--- config.mk ---
export PLATFORM = sky130hd
export DESIGN_NAME = door_lock_ctrl
export DESIGN_NICKNAME = d
export VERILOG_FILES = /design/src/rtl/door_lock_pkg.sv /design/src/rtl/door_lock_edge_detect.sv /design/src/rtl/door_lock_ctrl.sv
export SDC_FILE = /design/constraint.sdc
export NUM_CORES = 1
export LEC_CHECK = 0
export CORE_MARGIN = 2
export CORE_UTILIZATION = 38
export CTS_CLUSTER_SIZE = 10
export DETAILED_ROUTE_END_ITERATION = 10
export GPL_TIMING_DRIVEN = 1
export PLACE_DENSITY_LB_ADDON = 0.1
export SYNTH_ARGS = -nofsm -noshare
export SYNTH_HDL_FRONTEND = slang
export SYNTH_HIERARCHICAL = 1
export SYNTH_SLANG_ARGS = --single-unit
--- constraint.sdc ---
create_clock -name clk -period 2.8 [get_ports clk]
set_clock_uncertainty 0.1 [all_clocks]
set_input_delay 0.56 -clock clk [delete_from_list [all_inputs] [get_ports clk]]
set_output_delay 0.56 -clock clk [all_outputs]
set_load 0.1 [all_outputs]
--- src/rtl/door_lock_pkg.sv ---
// door_lock_pkg: shared types and width helpers for the keypad door-lock
// controller.
//   state_e   - controller state encoding
//   dl_dw     - bits per digit for a given key count (minimum 1)
//   dl_cnt_w  - bits needed to count 0..n inclusive (minimum 1)
//   dl_max    - larger of two integers, used to size the shared timer
package door_lock_pkg;

    typedef enum logic [2:0] {
        S_IDLE,
        S_UNLOCKED,
        S_DENIED,
        S_LOCKOUT,
        S_NEW_CODE,
        S_CONFIRM_CODE
    } state_e;

    function automatic int dl_dw(input int n);
        return (n <= 2) ? 1 : $clog2(n);
    endfunction

    function automatic int dl_cnt_w(input int n);
        return (n < 1) ? 1 : $clog2(n + 1);
    endfunction

    function automatic int dl_max(input int a, input int b);
        return (a > b) ? a : b;
    endfunction

endpackage

--- src/rtl/door_lock_edge_detect.sv ---
// door_lock_edge_detect: registers a vector of inputs and flags per-bit
// transitions between the last two registered samples.
//   clk      - rising-edge clock
//   reset_n  - synchronous active-low reset; both samples load RST_VAL so no
//              spurious edge appears after reset
//   in_i     - raw (already synchronised) inputs
//   level_o  - registered input level
//   rise_o   - registered 0->1 transition, one cycle wide
//   fall_o   - registered 1->0 transition, one cycle wide
module door_lock_edge_detect #(
    parameter int             W       = 1,
    parameter logic [W-1:0]   RST_VAL = '0
) (
    input  logic         clk,
    input  logic         reset_n,
    input  logic [W-1:0] in_i,
    output logic [W-1:0] level_o,
    output logic [W-1:0] rise_o,
    output logic [W-1:0] fall_o
);

    logic [W-1:0] in_q;
    logic [W-1:0] prev_q;

    always_ff @(posedge clk) begin
        if (!reset_n) begin
            in_q   <= RST_VAL;
            prev_q <= RST_VAL;
        end else begin
            in_q   <= in_i;
            prev_q <= in_q;
        end
    end

    assign level_o = in_q;
    assign rise_o  = in_q & ~prev_q;
    assign fall_o  = ~in_q & prev_q;

endmodule

--- src/rtl/door_lock_ctrl.sv ---
// door_lock_ctrl: keypad door-lock controller. Collects a CODE_LEN-digit
// entry from active-low keys, checks it against the stored code, drives the
// unlock / alarm indicators, enforces a wrong-attempt lockout and supports a
// change-and-confirm flow for replacing the stored code.
//   clk          - rising-edge clock
//   reset_n      - synchronous active-low reset
//   key          - active-low key buttons, key i enters digit i
//   enter        - rising edge submits the entry (IDLE, NEW_CODE)
//   change       - rising edge while unlocked starts a code change
//   confirm      - rising edge submits the confirmation entry
//   green_LED    - door unlocked (held through the change flow)
//   red_LED      - wrong code / confirmation mismatch, or lockout
//   green_led2   - one-cycle pulse when a new code is committed
//   entry_digits - entry buffer, digit 0 in the MSBs
//   entry_cnt    - digits entered so far
//   tries_left   - wrong attempts remaining before lockout
module door_lock_ctrl
    import door_lock_pkg::*;
#(
    parameter int CODE_LEN       = 4,
    parameter int NUM_KEYS       = 4,
    parameter logic [CODE_LEN*dl_dw(NUM_KEYS)-1:0] DEFAULT_CODE = '0,
    parameter int MAX_TRIES      = 3,
    parameter int UNLOCK_CYCLES  = 8,
    parameter int LOCKOUT_CYCLES = 16
) (
    input  logic                                  clk,
    input  logic                                  reset_n,
    input  logic [NUM_KEYS-1:0]                   key,
    input  logic                                  enter,
    input  logic                                  change,
    input  logic                                  confirm,
    output logic                                  green_LED,
    output logic                                  red_LED,
    output logic                                  green_led2,
    output logic [CODE_LEN*dl_dw(NUM_KEYS)-1:0]   entry_digits,
    output logic [dl_cnt_w(CODE_LEN)-1:0]         entry_cnt,
    output logic [dl_cnt_w(MAX_TRIES)-1:0]        tries_left
);

    localparam int DW  = dl_dw(NUM_KEYS);
    localparam int EW  = CODE_LEN * DW;
    localparam int CW  = dl_cnt_w(CODE_LEN);
    localparam int TW  = dl_cnt_w(MAX_TRIES);
    localparam int TMW = dl_cnt_w(dl_max(UNLOCK_CYCLES, LOCKOUT_CYCLES));

    // ---------------- input edge detection ----------------
    logic [NUM_KEYS-1:0] key_lvl, key_fall, key_rise_unused;
    logic [2:0]          ctl_rise, ctl_lvl_unused, ctl_fall_unused;

    door_lock_edge_detect #(.W(NUM_KEYS), .RST_VAL({NUM_KEYS{1'b1}})) u_key_ed (
        .clk     (clk),
        .reset_n (reset_n),
        .in_i    (key),
        .level_o (key_lvl),
        .rise_o  (key_rise_unused),
        .fall_o  (key_fall)
    );

    door_lock_edge_detect #(.W(3), .RST_VAL(3'b000)) u_ctl_ed (
        .clk     (clk),
        .reset_n (reset_n),
        .in_i    ({enter, change, confirm}),
        .level_o (ctl_lvl_unused),
        .rise_o  (ctl_rise),
        .fall_o  (ctl_fall_unused)
    );

    logic enter_rise, change_rise, confirm_rise;
    assign enter_rise   = ctl_rise[2];
    assign change_rise  = ctl_rise[1];
    assign confirm_rise = ctl_rise[0];

    // A press counts only when the falling key is the only key held low;
    // forcing the falling bit high must leave an all-ones level vector.
    logic          press_vld;
    logic [DW-1:0] press_digit;

    always_comb begin
        press_vld   = 1'b0;
        press_digit = '0;
        for (int i = 0; i < NUM_KEYS; i++) begin
            if (key_fall[i] && ((key_lvl | (NUM_KEYS'(1) << i)) == {NUM_KEYS{1'b1}})) begin
                press_vld   = 1'b1;
                press_digit = DW'(i);
            end
        end
    end

    // ---------------- state and datapath registers ----------------
    state_e          state_q, state_d;
    logic [EW-1:0]   entry_q, entry_d;
    logic [CW-1:0]   cnt_q, cnt_d;
    logic            ovf_q, ovf_d;
    logic [EW-1:0]   code_q, code_d;
    logic [EW-1:0]   cand_q, cand_d;
    logic [TW-1:0]   tries_q, tries_d;
    logic [TMW-1:0]  timer_q, timer_d;
    logic            commit_q, commit_d;

    logic entry_full, entry_ok, accept;

    assign entry_full = (cnt_q == CW'(CODE_LEN));
    assign entry_ok   = entry_full && !ovf_q;
    // Enter in the same cycle as a press wins; the press is dropped.
    assign accept     = press_vld && !enter_rise &&
                        (state_q == S_IDLE || state_q == S_NEW_CODE ||
                         state_q == S_CONFIRM_CODE);

    always_comb begin
        state_d  = state_q;
        tries_d  = tries_q;
        code_d   = code_q;
        cand_d   = cand_q;
        commit_d = 1'b0;
        entry_d  = entry_q;
        cnt_d    = cnt_q;
        ovf_d    = ovf_q;
        timer_d  = timer_q;

        case (state_q)
            S_IDLE: begin
                if (enter_rise) begin
                    if (entry_ok && entry_q == code_q) begin
                        state_d = S_UNLOCKED;
                        tries_d = TW'(MAX_TRIES);
                    end else begin
                        state_d = S_DENIED;
                        if (tries_q != '0) tries_d = tries_q - TW'(1);
                    end
                end
            end
            S_UNLOCKED: begin
                if (change_rise)                                state_d = S_NEW_CODE;
                else if (timer_q == TMW'(UNLOCK_CYCLES - 1))    state_d = S_IDLE;
            end
            S_DENIED: begin
                state_d = (tries_q == '0) ? S_LOCKOUT : S_IDLE;
            end
            S_LOCKOUT: begin
                if (timer_q == TMW'(LOCKOUT_CYCLES - 1)) begin
                    state_d = S_IDLE;
                    tries_d = TW'(MAX_TRIES);
                end
            end
            S_NEW_CODE: begin
                if (enter_rise) begin
                    if (entry_ok) begin
                        cand_d  = entry_q;
                        state_d = S_CONFIRM_CODE;
                    end else begin
                        state_d = S_DENIED;
                    end
                end
            end
            S_CONFIRM_CODE: begin
                if (confirm_rise) begin
                    if (entry_ok && entry_q == cand_q) begin
                        code_d   = cand_q;
                        commit_d = 1'b1;
                        state_d  = S_IDLE;
                    end else begin
                        state_d  = S_DENIED;
                    end
                end
            end
            default: state_d = S_IDLE;
        endcase

        // Entry buffer and timer restart on every state change.
        if (state_d != state_q) begin
            entry_d = '0;
            cnt_d   = '0;
            ovf_d   = 1'b0;
            timer_d = '0;
        end else begin
            if (state_q == S_UNLOCKED || state_q == S_LOCKOUT)
                timer_d = timer_q + TMW'(1);
            if (accept) begin
                if (entry_full) begin
                    ovf_d = 1'b1;
                end else begin
                    for (int p = 0; p < CODE_LEN; p++)
                        if (cnt_q == CW'(p))
                            entry_d[(CODE_LEN-1-p)*DW +: DW] = press_digit;
                    cnt_d = cnt_q + CW'(1);
                end
            end
        end
    end

    always_ff @(posedge clk) begin
        if (!reset_n) begin
            state_q  <= S_IDLE;
            entry_q  <= '0;
            cnt_q    <= '0;
            ovf_q    <= 1'b0;
            code_q   <= DEFAULT_CODE;
            cand_q   <= '0;
            tries_q  <= TW'(MAX_TRIES);
            timer_q  <= '0;
            commit_q <= 1'b0;
        end else begin
            state_q  <= state_d;
            entry_q  <= entry_d;
            cnt_q    <= cnt_d;
            ovf_q    <= ovf_d;
            code_q   <= code_d;
            cand_q   <= cand_d;
            tries_q  <= tries_d;
            timer_q  <= timer_d;
            commit_q <= commit_d;
        end
    end

    // ---------------- outputs ----------------
    assign green_LED    = (state_q == S_UNLOCKED) || (state_q == S_NEW_CODE) ||
                          (state_q == S_CONFIRM_CODE);
    assign red_LED      = (state_q == S_DENIED) || (state_q == S_LOCKOUT);
    assign green_led2   = commit_q;
    assign entry_digits = entry_q;
    assign entry_cnt    = cnt_q;
    assign tries_left   = tries_q;

endmodule

; ---- Word-level counts from Yosys, hierarchy flattened
; Cells that the tools add are included.
; W data, S select, Z words.
[classes]
add_sub_neg = 3
mux = 24
n_bitwise = 6
n_reduce_logical = 33
eq_ne = 21
[ops]
columns = operator, n
row1 = $eq A3 B3 Y1 const B, 7
row2 = $mux W3, 7
row3 = $reduce_and A3 Y1, 7
row4 = $mux W2, 9
row5 = $pmux W3 S6, 1
row6 = $eq A8 B8 Y1, 2
row7 = $eq A3 B2 Y1 const B, 4
row8 = $logic_and A1 B1 Y1, 9
row9 = $eq A3 B1 Y1 const B, 2
row10 = $logic_not A3 Y1, 2
row11 = $logic_or A1 B1 Y1, 6
row12 = $mux W1, 6
row13 = $add A5 B1 Y5 const B, 1
row14 = $eq A5 B3 Y1 const B, 1
row15 = $eq A5 B4 Y1 const B, 1
row16 = $and A4 B4 Y4, 1
row17 = $ne A2 B2 Y1 const B, 2
row18 = $not A4 Y4, 1
row19 = $pmux W2 S2, 1
row20 = $reduce_and A2 Y1, 2
row21 = $reduce_and A4 Y1, 1
row22 = $reduce_bool A2 Y1, 2
row23 = $add A3 B1 Y3 const B, 1
row24 = $and A3 B3 Y3, 1
row25 = 8 further kinds, 10
[totals]
in_bits = 9
out_inout_bits = 16
reg_bits = 53
elab_cells = 103

; ---- Logic depth before layout (Yosys ltp)
; Gate-level depths: netlist of the first run.
[depth]
ltp_word = 10
ltp_mapped = 11
depth_no_buf = 9

; ---- Hierarchy
; The synthesis of the first run kept the hierarchy.
[modules_own_cells]
columns = module, cells_each, area_per_inst_um2, n_inst, seq_area_each_um2
row1 = door_lock_ctrl, 234, 2140.8, 1, 780.7
row2 = door_lock_edge_detect at u_key_ed, 24, 260.2, 1, 160.2
row3 = door_lock_edge_detect at u_ctl_ed, 18, 195.2, 1, 120.1

; ---- Least setup slack after synthesis of the first run
; OpenSTA, ideal clock, no wires.
[synth_timing]
path_kind = register -> register
from = register state_q[1]
to = register entry_q[4] (netlist: entry_digits[4])
t_arrival_ns = 2.877
setup_ns = 0.079
path_slack_ns = -0.256
path_buffers = 3
t_required_ns = 2.621
stages_incl_launch_ff = 10
synth_period_minus_slack_ns = 3.056
cell_sequence = dfxtp_1 -> buf_4 -> nor2b_1 -> o21ai_1 -> nand3_1 -> nand2_1 -> o31a_1 -> buf_4 -> buf_6 -> nor3_1
[synth_between]
elab_chain_len = 5
word_cells_on_any_way = 19
cone_classes = 6 x eq/ne / 7 x mux / 6 x reduce/logical
[synth_rtl]
columns = item, line_no
row1 = "start, declared", door_lock_ctrl.sv:91  ; state_e state_q, state_d;
row2 = "start signal, assigned", door_lock_ctrl.sv:204  ; state_q <= state_d;
row3 = $mux W3 (tied with other cells), door_lock_ctrl.sv:135  ; else if (timer_q == TMW'(UNLOCK_CYCLES - 1)) state_d = S_IDLE;
row4 = $mux W3 or $logic_or A1 B1 Y1 (tied branches), "door_lock_ctrl.sv:134, door_lock_ctrl.sv:107"
row5 = $pmux W3 S6 or $logic_or A1 B1 Y1 (tied branches), "door_lock_ctrl.sv:121, door_lock_ctrl.sv:107"
row6 = $ne A3 B3 Y1 or $logic_and A1 B1 Y1 (tied branches), "door_lock_ctrl.sv:171, door_lock_ctrl.sv:106"
row7 = $reduce_or A2 Y1 (no source line) or $reduce_and A3 Y1 (tied branches), --
row8 = "end signal, assigned", door_lock_ctrl.sv:205  ; entry_q <= entry_d;
row9 = "end, declared", door_lock_ctrl.sv:92  ; logic [EW-1:0] entry_q, entry_d;
; Parallel ways exist; a longest one is shown, timed or not.
; A chain may end at the register's enable or synchronous reset.

; ---- Worst setup path in the final report of the first run
[layout_timing]
from = register timer_q[0]
to = register entry_q[4] (netlist: entry_digits[4])
[layout_between]
elab_chain_len = 6
word_cells_on_any_way = 8
cone_classes = 3 x eq/ne / 4 x mux / 1 x reduce/logical
[layout_rtl]
columns = item, line_no
row1 = "start, declared", door_lock_ctrl.sv:98  ; logic [TMW-1:0] timer_q, timer_d;
row2 = "start signal, assigned", door_lock_ctrl.sv:211  ; timer_q <= timer_d;
row3 = $eq A5 B3 Y1, door_lock_ctrl.sv:135
row4 = $mux W3, door_lock_ctrl.sv:135
row5 = $mux W3, door_lock_ctrl.sv:134  ; if (change_rise) state_d = S_NEW_CODE;
row6 = $pmux W3 S6 (*), door_lock_ctrl.sv:121  ; case (state_q)
row7 = $ne A3 B3 Y1 (*), door_lock_ctrl.sv:171  ; if (state_d != state_q) begin
row8 = $reduce_or A2 Y1 (no source line) (*), --
; Every way passes the cells marked *; elsewhere a longest branch is shown, timed or not.

==> run_results.csv, run 1 <==
group,metric,value,unit
global_route,antenna_found_initial,0,
critical_path,r2r_end,"entry_digits[4]",
finish,n_fill_cell,640,
clocking,hold_buffers,0,
timing,rsz0062_at_grt,"no",
critical_path,rr_startpoint,"timer_q[0]",
timing,worst_slack,518,ps
pwr,cellPowerDensity,494,nW/µm²
routing,ant_nets,0,
die,dieHeight,86.0,µm
global_route,grt.total_usage,15.0,%
hold_path,hold_depth,1,
routing,routed.top_layer,"met4",
yosys,syn_nets,286,
timing,setup_tns,0,ps
finish,multi_input_area,1410,µm²
clocking,cts_num_sinks,53,
clocking,cts_tree,"built",
hold_path,holdCritPathClass,"reg2reg",
finish,areaGrowthSynthToFinish,16.1,%
yosys,synthesis.area,2550,µm²
pwr,vdd_drop_max,0.220,mV
clocking,max-clock-path-buffers,2,
routing,drc,0,
die,die_x,86.0,µm
timing,setup_viol,0,
routing,drtIter0Drc,134,
placed_design,globalplace.congestion,0.800,
clocking,cts_root_buf,"clkbuf_8",
clocking,clkLatencyLatePin,310,ps
die,ios,25,
global_route,grt_max_degree,21,
placed_design,pre_cts_ws,533,ps
finish,seq_area,1060,µm²
placed_design,port-buffer-count,24,
routing,wl_met1,2550,µm
hold_path,holdPathEnd,"u_ctl_ed/prev_q[0]",
critical_path,cp-end-kind,"flip-flop",
clocking,post_cts_resized,0,
critical_path,crit_type,"reg2reg",
routing,drt_wl_total,5050,µm
global_route,grt_overflow,0,
routing,dr_wl_met3,182,µm
routing,vias,1890,
timing,tightest_slew,597,ps
die,dieArea,7390,µm²
yosys,ys_warn_count,6,
finish,final_cells,375,
routing,dr.pass1.iters,4,
die,placementRows,29,
placed_design,place_hpwl,3720,µm
routing,avgRoutedWirePerCell,13.5,µm
clocking,post_cts_buffers,0,
die,initial_core_util,39.7,%
clocking,clkTransAtPathRegs,100,ps
clocking,cts_buffers,5,
job,drv_cap,0,
finish,antenna_cells,0,
timing,fin_crit_sh,81.5,%
global_route,grt_pass1_wl,8830,µm
critical_path,crit_required,2940,ps
routing,wl_met2,2260,µm
pwr,p_leak,1.16,nW
timing,hold_viol_final,0,
critical_path,regToRegSetupSlack,520,ps
critical_path,critical_path.max_fanout,12,
timing,hold_ws,359,ps
critical_path,rr_worst_depth,9,
clocking,htreeDepth,2,
timing,timing.max_slew.rel_slack,60.1,%
pwr,power.total,0.00147,W
timing,max_freq,438,MHz
outcome,status,"completed",
yosys,netlist_instances,269,
die,coreArea,6420,µm²
finish,drive_gt1_share,16.4,%
finish,nets,314,
yosys,syn_area_per_cell,9.49,µm²
timing,finalMaxSlewViolations,0,
timing,layout_min_cycle_time,2280,ps
critical_path,crit_arrival,2420,ps
placed_design,dp.cells,367,
hold_path,worstHoldStart,"u_ctl_ed/level_o[0]",
global_route,grt_pass1_vias,1768,
critical_path,startpoint_type,"flip-flop",
routing,viasPerCell,5.04,
==> power by group <==
| group | internal [W] | total [W] | switching [W] | leakage [nW] |
|---|---|---|---|---|
| sequential | 0.000768 | 0.000781 | 0.0000127 | 0.431 |
| combinational | 0.0000529 | 0.000153 | 0.0000998 | 0.670 |
| clock | 0.000269 | 0.000532 | 0.000263 | 0.0554 |
==> state kept, by name, summed over array words and instances, names as in the netlist <==
| name | flops |
|---|---|
| cand_q | 8 |
| code_q | 8 |
| entry_digits | 8 |
| timer_q | 5 |
| u_key_ed/level_o | 4 |
| u_key_ed/prev_q | 4 |
| entry_cnt | 3 |
| state_q | 3 |
| u_ctl_ed/level_o | 3 |
| u_ctl_ed/prev_q | 3 |
| tries_left | 2 |
| green_led2 | 1 |
| ovf_q | 1 |
==> worst max-delay path, cell delays in order (launching register included) <==
cell and delay, ps:
dfxtp_1 380, ha_1 200, and3_1 170, ha_1 180
nor2b_1 70, o21ai_1 200, nand3_1 160, o31a_1 400
buf_12 190, nor3_1 170
==> metal layers <==
metal	GRT usage (%)	up-vias
li1	-	981
met5	0	-
met2	23.5	30
met3	3.85	5
met4	4.18	0
met1	20.5	874
==> layout by cell type, fill, tap and decap left out, types with 7 or more instances in the layout <==
cell type / n
a21oi_1: 8
mux2i_1: 26
nand2_1: 17
ha_1: 8
clkdlybuf4s50_1: 8
nor2_1: 28
nor3_1: 12
nand2b_1: 10
xnor2_1: 10
nor2b_1: 13
inv_1: 7
dfxtp_1: 53
buf_4: 21
nor3_2: 10
xor2_1: 10
==> layout make-up <==
| class | instances | area share [%] |
|---|---|---|
| tap | 77 | 3.25 |
| sequential | 53 | 35.8 |
| clock buffer | 6 | 2.45 |
| inverter | 7 | 0.886 |
| clock inverter | 2 | 1.31 |
| timing repair buffer | 30 | 8.70 |
| multi-input combinational | 200 | 47.6 |
==> worst max-delay path by stage <==
stage	from	to	cells after the start
after floorplan	entry_cnt[0]	entry_digits[4]	9
after global placement	entry_digits[0]	timer_q[3]	6
after detailed placement	entry_digits[0]	entry_cnt[2]	7
after CTS	timer_q[0]	entry_digits[4]	9
after global routing	timer_q[0]	entry_digits[0]	9
final	timer_q[0]	entry_digits[4]	9
==> per-stage QoR <==
| step | util, % | area, µm² |
|---|---|---|
| floorplan | - | 2550 |
| global placement | 44.4 | 2850 |
| detailed placement | 44.4 | 2850 |
| CTS | 46.2 | 2960 |
| global route | 46.2 | 2960 |
| finish | 46.2 | 2960 |
Note: power is estimated with default switching activity, not from simulation.
==> run 2, diff against run 1 <==
==> constraint.sdc (replaced) <==
create_clock -name clk -period 2.4 [get_ports clk]
set_clock_uncertainty 0.1 [all_clocks]
set_input_delay 0.48 -clock clk [delete_from_list [all_inputs] [get_ports clk]]
set_output_delay 0.48 -clock clk [all_outputs]
set_load 0.1 [all_outputs]
==> run 2 against run 1 <==
  * Global-route usage shrank 0.56 points
  * Worst setup slack lost 300 ps
  * Register-to-register slack lost 300 ps
  * Combinational power grew 17%
  * Critical path type unchanged
  * Largest power group unchanged
  * Highest routed layer unchanged
==> run_results.csv, run 2 (same netlist as run 1, synthesis figures left out) <==
group,metric,value,unit
placed_design,pre_cts_ws,229,ps
critical_path,slowest_stage,"dfxtp_1",
routing,dr.pass1.iters,4,
job,drv_cap,0,
clocking,cts_root_buf,"clkbuf_8",
routing,vias,1919,
timing,max_freq,458,MHz
pwr,p_leak,1.17,nW
timing,fin_crit_sh,91.1,%
critical_path,startpoint_type,"flip-flop",
critical_path,cp_cell_sequence,"ha_1, and3_1, ha_1, nor2b_1, o21ai_1, nand3_1, o31a_1, buf_12, nor3_1",
clocking,clkLatencyLatePin,310,ps
clocking,cts_buffers,5,
clocking,hold_buffers,0,
clocking,cts_tree,"built",
critical_path,cpPeakStageDelay,390,ps
critical_path,cp-end-kind,"flip-flop",
die,ios,25,
routing,drc,0,
pwr,vdd_drop_max,0.360,mV
critical_path,crit_top_cell,"ha_1",
routing,viasPerCell,5.12,
clocking,htreeDepth,2,
finish,antenna_cells,0,
pwr,cellPowerDensity,571,nW/µm²
placed_design,globalplace.congestion,0.792,
clocking,max-clock-path-buffers,2,
die,initial_core_util,39.7,%
clocking,clkTransAtPathRegs,90,ps
critical_path,cp_top_family,"simple AND/OR/NAND/NOR gates",
routing,avgRoutedWirePerCell,13.6,µm
hold_path,holdCritPathClass,"reg2reg",
pwr,power.total,0.00172,W
timing,rsz0062_at_grt,"no",
global_route,grt_overflow,0,
routing,ant_nets,0,
critical_path,worst-path-buf-inv,1,
critical_path,critical_path.max_fanout,17,
finish,nets,314,
timing,setup_viol,0,
timing,hold_ws,353,ps
critical_path,crit_required,2530,ps
die,dieArea,7390,µm²
global_route,grt_max_degree,21,
finish,n_fill_cell,633,
clocking,post_cts_resized,0,
finish,final_common_cell,"dfxtp_1",
finish,areaGrowthSynthToFinish,18.2,%
timing,timing.max_slew.rel_slack,60.7,%
global_route,grt_pass1_vias,1757,
timing,setup_tns,0,ps
critical_path,crit_arrival,2310,ps
critical_path,crit_type,"reg2reg",
die,dieHeight,86.0,µm
routing,drtIter0Drc,85,
timing,tightest_slew,589,ps
die,placementRows,29,
global_route,grt_pass1_wl,8440,µm
outcome,status,"completed",
timing,worst_slack,214,ps
global_route,antenna_found_initial,0,
clocking,post_cts_buffers,0,
timing,finalMaxSlewViolations,0,
timing,layout_min_cycle_time,2190,ps
finish,drive_gt1_share,20.5,%
die,coreArea,6420,µm²
die,die_x,86.0,µm
placed_design,port-buffer-count,24,
clocking,cts_num_sinks,53,
finish,final_cell_mix,"dfxtp_1, nor2_1, mux2i_1",
timing,hold_viol_final,0,
routing,drt_wl_total,5100,µm
placed_design,place_hpwl,3820,µm
global_route,grt.total_usage,14.5,%
[run 2: worst register-to-register path: stages (launching register included)]
cell and delay (ps):
dfxtp_1 390, ha_1 200, and3_1 170, ha_1 180
nor2b_1 70, o21ai_1 170, nand3_1 150, o31a_1 340
buf_12 170, nor3_1 180
[run 2: layer usage]
| metal | routed length, µm | vias to the layer above | GRT usage (%) |
|---|---|---|---|
| li1 | - | 977 | - |
| met1 | 2540 | 908 | 19.4 |
| met2 | 2350 | 26 | 23.5 |
| met3 | 146 | 8 | 2.89 |
| met4 | 59 | 0 | 4.33 |
| met5 | 0 | - | 0 |
[run 2: area by class of cell]
cell class	count	area, µm²	area share, %
Clock buffer	6	82.6	2.74
Clock inverter	2	37.5	1.24
Inverter	7	26.3	0.871
Multi-Input combinational cell	200	1420	47.0
Sequential cell	53	1070	35.6
Tap cell	77	96.3	3.19
Timing Repair Buffer	30	283	9.37
[run 2: stage by stage]
stage / area (µm²) / cells / util (%)
floorplan: 2570 / 269 / -
global placement: 2900 / 367 / 45.1
detailed placement: 2900 / 367 / 45.1
CTS: 3020 / 375 / 47.0
global route: 3020 / 375 / 47.0
finish: 3020 / 375 / 47.0
[run 2: worst paths after layout]
| check | from | end | slack, ps | depth (start not counted) |
|---|---|---|---|---|
| max | timer_q[0] | entry_digits[4] | 210 | 9 |
| min reg2reg | u_ctl_ed/level_o[1] | u_ctl_ed/prev_q[1] | 350 | 1 |
| max reg2reg | timer_q[0] | entry_digits[4] | 210 | 9 |
| min | u_ctl_ed/level_o[1] | u_ctl_ed/prev_q[1] | 350 | 1 |
[run 2: report_power, final]
part,switching (W),internal [W],total (W)
Sequential,0.0000158,0.000897,0.000913
Combinational,0.000116,0.0000634,0.000179
Clock,0.000291,0.000339,0.000630
